==> config.mk <==
export PLATFORM = sky130hd
export DESIGN_NAME = qdma_dsc_out_crd_arb
export DESIGN_NICKNAME = d
export VERILOG_FILES = /design/src/rtl/qdma_dsc_out_crd_arb.sv
export SDC_FILE = /design/constraint.sdc
export NUM_CORES = 1
export LEC_CHECK = 0
export ABC_AREA = 0
export BUFFER_PORTS_ARGS = -buffer_cell sky130_fd_sc_hd__buf_2
export CORE_AREA = 8 8 510 512
export CTS_CLUSTER_DIAMETER = 30
export DETAILED_ROUTE_END_ITERATION = 12
export DIE_AREA = 0 0 518 520
export GPL_TIMING_DRIVEN = 0
export PLACE_DENSITY = 0.3
export SYNTH_ARGS = -nofsm -noshare
export SYNTH_HDL_FRONTEND = slang
export SYNTH_SLANG_ARGS = --single-unit
export TNS_END_PERCENT = 20
==> constraint.sdc <==
create_clock -name clk -period 3.92 [get_ports clk]
set_input_delay 0.392 -clock clk [delete_from_list [all_inputs] [get_ports clk]]
set_output_delay 0.392 -clock clk [all_outputs]
set_load 0.02 [all_outputs]
==> src/rtl/qdma_dsc_out_crd_arb.sv <==
// Credit-gated round-robin arbiter feeding one descriptor-out channel, with a flush/drain sequence.
// Optional per-requester accept counters are enabled by defining QDMA_DSC_ARB_STATS_EN.
module qdma_dsc_out_crd_arb #(
    parameter int NUM_REQ = 4,
    parameter int DSC_W   = 256,
    parameter int CRD_W   = 8,
    parameter int CRD_MAX = 32
) (
    input  logic                       clk,
    input  logic                       rst,
`ifdef QDMA_DSC_ARB_STATS_EN
    input  logic                       stats_clr,
    output logic [NUM_REQ*16-1:0]      grant_cnt,
`endif
    input  logic [NUM_REQ-1:0]         req_vld,
    input  logic [NUM_REQ*DSC_W-1:0]   req_dsc,
    output logic [NUM_REQ-1:0]         req_rdy,
    input  logic                       crd_vld,
    input  logic [CRD_W-1:0]           crd_num,
    output logic                       dsc_vld,
    output logic [DSC_W-1:0]           dsc_data,
    output logic [$clog2(NUM_REQ)-1:0] dsc_src,
    input  logic                       flush_req,
    output logic                       flush_done,
    output logic [CRD_W-1:0]           crd_avail,
    output logic                       crd_err
);

    localparam int SRC_W = $clog2(NUM_REQ);
    localparam logic [CRD_W:0] CRD_MAX_W = (CRD_W+1)'(CRD_MAX);

    typedef enum logic [1:0] {
        ST_INIT,
        ST_RUN,
        ST_DRAIN,
        ST_FLUSHED
    } state_e;

    state_e               state_q, state_d;
    logic [CRD_W-1:0]     cnt_q, cnt_d;
    logic                 err_q, err_d;
    logic [SRC_W-1:0]     ptr_q, ptr_d;
    logic                 dsc_vld_q, dsc_vld_d;
    logic [DSC_W-1:0]     dsc_data_q, dsc_data_d;
    logic [SRC_W-1:0]     dsc_src_q, dsc_src_d;

    logic                 grant_en;
    logic                 gnt_found;
    logic [SRC_W-1:0]     gnt_idx;
    logic                 accept;
    logic [CRD_W:0]       crd_sum;
    int                   scan;

    always_ff @(posedge clk) begin
        if (rst) begin
            state_q <= ST_INIT;
        end else begin
            state_q <= state_d;
        end
    end

    // Drain completes only once every credit handed to the sink has come back.
    always_comb begin
        state_d = state_q;
        case (state_q)
            ST_INIT:    state_d = ST_RUN;
            ST_RUN:     if (flush_req) state_d = ST_DRAIN;
            ST_DRAIN:   if (cnt_q == CRD_MAX_W[CRD_W-1:0]) state_d = ST_FLUSHED;
            ST_FLUSHED: if (!flush_req) state_d = ST_RUN;
            default:    state_d = ST_INIT;
        endcase
    end

    always_comb begin
        grant_en   = (state_q == ST_RUN) && !flush_req && (cnt_q != '0);
        flush_done = (state_q == ST_FLUSHED);
    end

    // First valid requester at or after the pointer, wrapping around.
    always_comb begin
        gnt_found = 1'b0;
        gnt_idx   = '0;
        scan      = 0;
        for (int off = 0; off < NUM_REQ; off++) begin
            scan = int'(ptr_q) + off;
            if (scan >= NUM_REQ) begin
                scan = scan - NUM_REQ;
            end
            if (!gnt_found && req_vld[scan[SRC_W-1:0]]) begin
                gnt_found = 1'b1;
                gnt_idx   = scan[SRC_W-1:0];
            end
        end
    end

    always_comb begin
        accept  = grant_en && gnt_found;
        req_rdy = '0;
        if (accept) begin
            req_rdy[gnt_idx] = 1'b1;
        end
    end

    // Return and consume are both applied; overflow past the pool size clamps and flags.
    always_comb begin
        crd_sum = {1'b0, cnt_q} + (crd_vld ? {1'b0, crd_num} : '0) - {{CRD_W{1'b0}}, accept};
        cnt_d   = cnt_q;
        err_d   = err_q;
        if (state_q == ST_INIT) begin
            cnt_d = CRD_MAX_W[CRD_W-1:0];
        end else if (crd_sum > CRD_MAX_W) begin
            cnt_d = CRD_MAX_W[CRD_W-1:0];
            err_d = 1'b1;
        end else begin
            cnt_d = crd_sum[CRD_W-1:0];
        end
    end

    always_comb begin
        ptr_d      = ptr_q;
        dsc_vld_d  = accept;
        dsc_data_d = dsc_data_q;
        dsc_src_d  = dsc_src_q;
        if (accept) begin
            ptr_d      = (gnt_idx == SRC_W'(NUM_REQ - 1)) ? '0 : gnt_idx + SRC_W'(1);
            dsc_data_d = req_dsc[int'(gnt_idx)*DSC_W +: DSC_W];
            dsc_src_d  = gnt_idx;
        end
    end

    always_ff @(posedge clk) begin
        if (rst) begin
            cnt_q      <= '0;
            err_q      <= 1'b0;
            ptr_q      <= '0;
            dsc_vld_q  <= 1'b0;
            dsc_data_q <= '0;
            dsc_src_q  <= '0;
        end else begin
            cnt_q      <= cnt_d;
            err_q      <= err_d;
            ptr_q      <= ptr_d;
            dsc_vld_q  <= dsc_vld_d;
            dsc_data_q <= dsc_data_d;
            dsc_src_q  <= dsc_src_d;
        end
    end

    assign dsc_vld   = dsc_vld_q;
    assign dsc_data  = dsc_data_q;
    assign dsc_src   = dsc_src_q;
    assign crd_avail = cnt_q;
    assign crd_err   = err_q;

`ifdef QDMA_DSC_ARB_STATS_EN
    logic [NUM_REQ*16-1:0] gcnt_q, gcnt_d;

    // A clear wins over a same-cycle accept.
    always_comb begin
        gcnt_d = gcnt_q;
        if (stats_clr) begin
            gcnt_d = '0;
        end else if (accept) begin
            gcnt_d[int'(gnt_idx)*16 +: 16] = gcnt_q[int'(gnt_idx)*16 +: 16] + 16'd1;
        end
    end

    always_ff @(posedge clk) begin
        if (rst) begin
            gcnt_q <= '0;
        end else begin
            gcnt_q <= gcnt_d;
        end
    end

    assign grant_cnt = gcnt_q;
`endif

endmodule

# [Word level (Yosys, flattened, before mapping)]
# Index checks and enable logic that the tools add are counted.
[word_totals] ff_bits=272 input_bits=1040 output_inout_bits=273
[op_classes] n_addsub=10 n_lt_le_gt_ge=11 n_eq_ne=8 shifts=1 mux=31 n_bitwise=1 n_reduce_logical=16
[ops] operator="indexed part select 1024 x 11 -> 256 bit" n=1
[ops] operator="two-way mux 2 bit" n=12
[ops] operator="< comparator 2 x 3 -> 1 bit (second input constant)" n=5
[ops] operator="two-way mux 6 bit" n=2
[ops] operator="adder 8 x 8 -> 9 bit" n=1
[ops] operator="greater-or-equal comparator 3 bit (second input constant)" n=3
[ops] operator="greater-than comparator 9 x 6 -> 1 bit (second input constant)" n=1
[ops] operator="two-way mux 1 bit" n=9
[ops] operator="subtractor 9 x 1 -> 9 bit" n=1
[ops] operator="binary-select mux 1 bit (select 2 bit)" n=4
[ops] operator="== test 8 x 6 -> 1 bit (second input constant)" n=1
[ops] operator="two-way mux 8 bit" n=1
[ops] operator="case mux 2 bit (4 select lines)" n=1
[ops] operator="nonzero test 8 bit" n=1
[ops] operator="subtractor 2 x 1 -> 2 bit (second input constant)" n=4
[ops] operator="logical AND 1 bit" n=7
[ops] operator="adder 2 x 2 -> 3 bit (second input constant)" n=2
[ops] operator="== test 2 bit (second input constant)" n=3
[ops] operator="!= test 2 bit (second input constant)" n=3
[ops] operator="logical NOT 1 bit" n=4
[ops] operator="two-way mux 4 bit" n=1
[ops] operator="adder 2 x 1 -> 3 bit (second input constant)" n=1
[ops] operator="greater-or-equal comparator 2 x 3 -> 1 bit (second input constant)" n=1
[ops] operator="AND reduction 3 bit" n=1
[ops] operator="other kinds (8)" n=8

# [Longest topological paths before layout]
# Gate-level depths: netlist of the first run.
[logic_depth] word_depth=19 depth_mapped=16 depth_no_buf=16

# [Least setup slack after synthesis of the first run]
# Ideal clock, no wire load.
[synth_path] path_kind="flip-flop to flip-flop" start="register cnt_q[1], in the netlist crd_avail[1]" end="register err_q, in the netlist crd_err" setup_time_ns=0.122 arrival_time_ns=3.436 t_required_ns=3.798 slack_ns=0.362 stages_incl_launch_ff=15 path_buffers=0 cell_sequence="dfxtp_1 > or4_4 > o311ai_4 > inv_2 > ha_1 > inv_1 > ha_1 > inv_1 > fa_1 > nor2b_1 > o21ai_0 > o22ai_1 > mux2i_1 > nand3_1 > o311a_1"
[synth_via] elab_chain_len=6 elab_cells_between_ends=7 cone_classes="2 x add/sub; 1 x order compare; 4 x reduce/logical"
[synth_lines] element="from (decl)" line="40" rtl="logic [CRD_W-1:0] cnt_q, cnt_d;"
[synth_lines] element="from (signal assigned)" line="140" rtl="cnt_q <= cnt_d;"
[synth_lines] element="nonzero test 8 bit" line="75" rtl="grant_en = (state_q == ST_RUN) && !flush_req && (cnt_q != '0);"
[synth_lines] element="logical AND 1 bit" line="75"
[synth_lines] element="logical AND 1 bit" line="97" rtl="accept = grant_en && gnt_found;"
[synth_lines] element="via accept" line="50" rtl="logic accept;"
[synth_lines] element="subtractor 9 x 1 -> 9 bit" line="106" rtl="crd_sum = {1'b0, cnt_q} + (crd_vld ? {1'b0, crd_num} : '0) - {{CRD_W{1'b0}}, accept};"
[synth_lines] element="greater-than comparator 9 x 6 -> 1 bit" line="111" rtl="end else if (crd_sum > CRD_MAX_W) begin"
[synth_lines] element="AND reduction 2 bit (no source line)"
[synth_lines] element="to (signal assigned)" line="141" rtl="err_q <= err_d;"
[synth_lines] element="to (decl)" line="41" rtl="logic err_q, err_d;"
# The timed path passes the listed nets, and every way through them passes these cells.
# A chain may end at the register's enable or synchronous reset.

# [Final worst setup path of the first run]
[layout_path] start="register ptr_q[0]" end="register dsc_data_q[147], in the netlist dsc_data[147]"
[layout_via] elab_chain_len=15 elab_cells_between_ends=39 cone_classes="7 x add/sub; 4 x order compare; 1 x shift; 20 x mux; 7 x reduce/logical"
[layout_lines] element="from (decl)" line="42" rtl="logic [SRC_W-1:0] ptr_q, ptr_d;"
[layout_lines] element="from (signal assigned)" line="142" rtl="ptr_q <= ptr_d;"
[layout_lines] element="branches (longest 15 deep; another with adder 2 x 1 -> 3 bit)"
[layout_lines] element="to (signal assigned)" line="144" rtl="dsc_data_q <= dsc_data_d;"
[layout_lines] element="to (decl)" line="44" rtl="logic [DSC_W-1:0] dsc_data_q, dsc_data_d;"
# Several ways; the timed one is not identified. The select of a mux whose other input is x is not followed.

==> metrics.md, run 1 <==
| Metric | Value |
|---|---|
| First-pass GRT wire length | `287000 um` |
| Reg-to-Reg End | `dsc_data[147]` |
| Vias in the first global route | `27900` |
| Seq cells post-synth | `272` |
| Clk sinks | `272` |
| Initial core utilization | `0.0635` |
| Critical Path End Type | `register` |
| Worst-skew pair later-pin latency | `720 ps` |
| Peak VDD IR | `0.000334 V` |
| Seq pwr share | `0.177` |
| Remaining Overflow, GRT | `0` |
| Final-report hold violation count | `0` |
| Area of the die | `0.269 mm^2` |
| Sw Ratio | `0.395` |
| Port bufs | `1311` |
| H-Tree Depth | `3` |
| Placed Area | `0.0269 mm^2` |
| Setup TNS | `0 ps` |
| Crit path time final | `3720 ps` |
| DRT Pass-1 Iters | `6` |
| Post-synth EDFFs | `0` |
| Yosys top cell area share | `0.340` |
| Top delay family on crit path | `buffers and inverters` |
| Synth Area per Inst | `6.62 um^2` |
| WS Path Type | `register to register` |
| Status | `finished clean` |
| CP max stage cell | `clkbuf_2` |
| Design area | `0.0361 mm^2` |
| Reg clk slew, reported paths | `40 ps` |
| Fin. max-slew vios | `0` |
| Post-route ant nets | `0` |
| Worst Hold Margin | `76.1 ps` |
| Hold depth | `4` |
| Tightest Pin Transition | `1150 ps` |
| Crit path buffers/inverters | `5` |
| Async SR Flop Fraction | `0` |
| Leakage | `17.6 nW` |
| P_sw | `7.83 mW` |
| Period utilisation layout | `0.948` |
| Rows | `185` |
| CP Max Fanout | `11` |
| Total track usage | `0.160` |
| Final wirelength | `228000 um` |
| Worst R2R Setup Slack | `200 ps` |
| PwrDens | `550 mW/mm^2` |
| Clk buf depth | `3` |
| Combinational Power Share | `0.362` |
| Arrival time worst endpoint | `4360 ps` |
| Cts bufs inserted | `120` |
| P_int | `12.0 mW` |
| R2r startpoint | `ptr_q[0]` |
| Post-synthesis sequential area ratio | `0.340` |
| Post-DR vias/cell | `3.51` |
| First-iteration detailed-routing DRC count | `2223` |
| Max-slew headroom | `0.232` |
| Die width | `518 um` |
| Gpl congestion | `0.922` |
| Clock Root Buffer | `clkbuf_16` |
| Worst min path class | `primary input to register` |
| Core box area | `0.252 mm^2` |
| Largest net degree at the start of global routing | `20` |
| Layout Nets | `5421` |
| Worst-path cell chain | `nor2b_1 -> o21ai_0 -> o221ai_1 -> clkbuf_4 -> inv_2 -> clkbuf_2 -> clkbuf_2 -> nand2_1 -> a21oi_1 -> dlygate4sd3_1 -> a221o_1` |
| Most used flip-flop cell after synthesis | `dfxtp_1` |
| Hold path start | `req_dsc[890]` |
| Initial antenna violation count | `241` |
| Die Ht | `520 um` |
| Synth area leader | `dfxtp_1` |
| Worst R2R Path Depth | `11` |
| Clk pwr share | `0.461` |
| Max Freq | `269 MHz` |
| # IOs | `1313` |
| Max cap viols | `0` |
| Setup violators final | `0` |
| Placed cells | `7101` |
| Top post-synthesis cells by area | `dfxtp_1 (34%), nand2_1 (30%), a221o_1 (16%), a21oi_1 (8.3%), clkbuf_1 (3.3%)` |
| Final Util | `0.143` |
| Hold path endpoint | `dsc_data[122]` |
| Non-Filler Instances | `7871` |
| RSZ-0062 raised after global routing | `false` |
| Total DRC errors in the routed layout | `0` |
| Wire length per cell | `29.0 um` |
| Syn Inst Count | `2419` |
| Total number of vias | `27700` |
| Skew final | `24.7 ps` |
| Worst setup SP type | `register` |
| CTS tree | `done` |
| Netlist cell types | `42` |
| Total number of yosys warnings | `0` |
| WP data required | `4560 ps` |
| Post-DP HPWL | `200000 um` |
| Growth of design area from synthesis to finish | `125%` |
| Share of layout cells above drive strength 1 | `0.361` |
| Mapped cell area | `0.0160 mm^2` |
| CP peak stage delay | `590 ps` |
| Filler cells | `29500` |
| Most used cell, CP | `clkbuf_2` |
-- worst max path at each step --
stage | end | from | slack (ps) | cells past startpoint
final | dsc_data[147] | ptr_q[0] | 200 | 11
after global routing | dsc_data[207] | ptr_q[0] | 0.2 | 11
after CTS | dsc_data[235] | ptr_q[0] | 10 | 11
after detailed placement | dsc_data[236] | req_vld[0] | -930 | 11
after global placement | dsc_data[236] | req_vld[1] | -2160 | 7
after floorplan | crd_err | crd_avail[1] | 360 | 14
-- tightest hold or removal path: stages --
cell and delay [ps]:
buf_2 80, nand2_1 80, nand2_1 80, a221o_1 130
-- synth_stat cells (all sizes together), types with 4 or more instances --
cell type and n:
a21oi 265, and2 4, clkbuf 139, a221o 256, inv 32, nor2b 5, nor2 17, ha 24
o21ai 7, nand2 1294, buf 60, dfxtp 272, a211oi 4
-- power groups by stage --
stage          Combinational (mW)  Clock (mW)  Sequential, mW
4_1_cts                      7.31        9.38            3.50
5_1_grt                      7.67        9.52            3.55
2_1_floorplan                2.38           0            3.95
3_5_place_dp                 6.58           0            3.53
3_3_place_gp                 6.57           0            3.52
6_report                     7.18        9.15            3.51
-- metal layers --
layer  GRT usage  wire length, um  vias to the layer above
li1            -                -                    12300
met4      0.0309             5050                      186
met3      0.0786            27700                      462
met5           0             1190                        -
met2       0.251            98800                     1741
met1       0.199            95300                    13000
-- stage by stage --
step	setup WS, ps	total power, mW
final	204	19.8
after global placement	-2160	10.1
after detailed placement	-933	10.1
after global routing	0.169	20.7
after floorplan	362	6.33
after CTS	9.70	20.2
-- kinds of logic (layout without fill, tap and decap cells) --
logic type	count (synthesis)	in the layout	synth area share
xor gates and xnor gates	5	5	0.00274
muxes	2	2	0.00125
DFF	272	272	0.340
other	1	51	0.000234
and+or+nand+nor	1338	1338	0.318
buffers and inverters	231	2267	0.0628
AOI/OAI and AO/OA	545	545	0.254
adders and majority gates	25	25	0.0200
-- registers in the layout, summed over array words and instances (netlist names) --
name,count
crd_err,1
crd_avail,8
dsc_data,256
dsc_src,2
dsc_vld,1
state_q,2
ptr_q,2
-- cell type report --
type	instances	area (um^2)	share of cell area
Buffer	198	923	0.0256
Tap cell	3366	4210	0.117
Inverter	32	125	0.00347
Timing Repair Buffer	1815	11600	0.322
Multi-Input combinational cell	1917	9600	0.266
Sequential cell	272	5450	0.151
Clock inverter	31	239	0.00663
Clock buffer	191	3770	0.105
Antenna cell	49	123	0.00340
-- cell usage in the layout (no fill, tap or decap), types with 2 or more instances in the layout --
master and instances:
and2_1 4, mux2i_1 2, buf_2 1343, nor2_1 16, nor2b_1 5, dfxtp_1 272, buf_1 4, a21oi_1 265
inv_1 30, xor2_1 3, clkbuf_8 48, clkbuf_1 138, buf_12 3, ha_1 24, dlygate4sd3_1 496, o31a_1 2
inv_6 2, o21ai_0 6, clkbuf_4 6, clkbuf_2 13, a221o_1 256, or3_1 3, xnor2_1 2, diode_2 49
nand2b_1 3, clkbuf_16 121, o22ai_1 2, a211oi_1 4, nor3_1 2, nand2_1 1293, conb_1 2, clkinv_2 25
buf_4 31
-- timing repair --
item / in CTS / in global routing
hold buffers: 496 / 0
pin swaps: 1 / 5
setup buffers: 1 / 3
hold endpoints to repair: 223 / 0
setup endpoints to repair: 267 / 40
gates resized for setup: 14 / 20
No activity file was read; power rests on OpenSTA's default activity.
==> run 2: changes to the inputs <==
- MAX_ROUTING_LAYER: not set -> met4
==> run 2 against run 1 <==
Effect of this change: core utilization grew 0.42 points; final cell count increased by 1.9%; first-iteration DRC count shrank 2.3%; total power rose by 3.6%; hold slack better by 7.2 ps; sequential share of layout area shrank 0.43 points; maximum frequency fell by 1.7%; non-clock buffer count increased by 63; clock skew is 14 ps higher; sequential power hardly changed; critical path depth up 3; critical path type unchanged; critical endpoint is now crd_err; largest power group unchanged.
==> metrics.md, run 2 (synthesized netlist as in run 1, its figures left out) <==
| Metric | Value |
|---|---|
| Commonest non-fill, non-tap cell in the layout | `buf_2` |
| Leakage | `17.9 nW` |
| Fin. max-slew vios | `0` |
| Largest net degree at the start of global routing | `19` |
| Clock Root Buffer | `clkbuf_16` |
| Core box area | `0.252 mm^2` |
| Clk sinks | `272` |
| Cts bufs inserted | `121` |
| Growth of design area from synthesis to finish | `132%` |
| Port bufs | `1311` |
| Max Freq | `265 MHz` |
| Max reg flops | `256` |
| Initial antenna violation count | `224` |
| Setup WS pre-CTS | `-1010 ps` |
| Placed Area | `0.0269 mm^2` |
| Clk pwr share | `0.477` |
| H-Tree Depth | `3` |
| RSZ-0062 raised after global routing | `true` |
| Worst Hold Margin | `83.3 ps` |
| Post-DR vias/cell | `3.45` |
| Worst min path class | `primary input to register` |
| # IOs | `1313` |
| Peak VDD IR | `0.000328 V` |
| Critical Path End Type | `register` |
| Status | `finished clean` |
| Tightest Pin Transition | `1200 ps` |
| Filler cells | `29400` |
| PwrDens | `553 mW/mm^2` |
| Reg clk slew, reported paths | `40 ps` |
| Combinational Power Share | `0.352` |
| Remaining Overflow, GRT | `0` |
| P_sw | `7.92 mW` |
| Wire length per cell | `28.5 um` |
| DRT Pass-1 Iters | `7` |
| Period utilisation layout | `0.964` |
| Clk buf depth | `3` |
| Layout Nets | `5485` |
| Worst Setup Slack, final | `140 ps` |
| Design area | `0.0371 mm^2` |
| Final Util | `0.147` |
| Crit path time final | `3780 ps` |
| Vias in the first global route | `28600` |
| Setup violators final | `0` |
| Setup TNS | `0 ps` |
| Register area | `0.00545 mm^2` |
| Max cap viols | `0` |
| Non-Filler Instances | `8022` |
| Die Ht | `520 um` |
| Area of the die | `0.269 mm^2` |
| Die width | `518 um` |
| Worst-skew pair later-pin latency | `730 ps` |
| Arrival time worst endpoint | `4380 ps` |
| Total number of vias | `27700` |
| Placed cells | `7100` |
| Skew final | `38.4 ps` |
| Commonest non-fill, non-tap cells in the layout | `buf_2 (1344), nand2_1 (1294), dlygate4sd3_1 (561), dfxtp_1 (272), a21oi_1 (265)` |
| CP Max Fanout | `7` |
| Final wirelength | `229000 um` |
| Total track usage | `0.165` |
| Sw Ratio | `0.385` |
| Gpl congestion | `0.936` |
| CTS tree | `done` |
| Total DRC errors in the routed layout | `0` |
| P_int | `12.6 mW` |
| First-pass GRT wire length | `290000 um` |
| Max-slew headroom | `0.199` |
| Total power | `20.6 mW` |
| Rows | `185` |
| Seq pwr share | `0.171` |
| Area occupied by multi-input gates | `0.00960 mm^2` |
| Post-DP HPWL | `200000 um` |
| Post-route ant nets | `0` |
| WP data required | `4520 ps` |
| Share of layout cells above drive strength 1 | `0.353` |
| First-iteration detailed-routing DRC count | `2171` |
| WS Path Type | `register to register` |
| Worst setup SP type | `register` |
| Final-report hold violation count | `0` |
| Initial core utilization | `0.0635` |
## run 2: changes by cell type in the layout (fill, tap and decap cells not counted), moves of 2 or more
cell / change
clkbuf_1: +12
clkinv_2: -10
clkbuf_8: -10
inv_16: +2
bufinv_16: +10
clkinv_16: +2
clkbuf_4: -2
dlygate4sd3_1: +65
buf_4: -2
inv_6: -2
diode_2: +86
## run 2: repair_timing
action	4_1_cts	5_1_grt
setup buffers	1	1
endpoints found under the setup margin	267	32
pin swaps	1	3
resized for setup	17	11
hold buffers	561	0
endpoints found under the hold margin	232	0
## run 2: area by class of cell
type	instances	share of cell area
inverters	32	0.00344
clock inverters	32	0.0150
plain buffers	199	0.0248
well taps	3366	0.113
flip-flops and latches	272	0.147
repair buffers	1877	0.330
multi-input cells	1917	0.258
diodes	135	0.00910
clock buffers	192	0.0995
## run 2: power by group through the flow
stage | logic, mW | clock network (mW) | registers (mW)
after floorplan | 2.38 | 0 | 3.95
final | 7.24 | 9.80 | 3.51
after CTS | 7.41 | 10.0 | 3.50
after detailed placement | 6.56 | 0 | 3.53
after global placement | 6.55 | 0 | 3.53
after global routing | 7.75 | 10.2 | 3.55
## run 2: worst paths after layout
check | slack (ps) | startpoint | to | cells after the start
hold reg to reg | 470 | dsc_src[0] | dsc_src[0] | 2
hold / removal | 80 | req_dsc[750] | dsc_data[238] | 4
setup / recovery | 140 | crd_avail[1] | crd_err | 14
setup reg to reg | 140 | crd_avail[1] | crd_err | 14
## run 2: worst max-delay path, cell delays in order (launching register included)
cell,delay [ps]
dfxtp_1,320
or4_4,590
o311ai_4,300
clkinv_4,100
ha_1,300
inv_1,80
ha_1,180
inv_1,70
fa_1,460
nor2b_1,110
o21ai_0,110
o22ai_1,240
mux2i_1,250
nand3_2,220
o311a_1,350
## run 2: metal layers
metal | up-vias | global-route usage | wire (um)
met5 | - | - | 0
met4 | 0 | 0.0307 | 4980
met3 | 280 | 0.0624 | 23500
met2 | 1669 | 0.254 | 100000
met1 | 13300 | 0.208 | 100000
li1 | 12500 | - | -
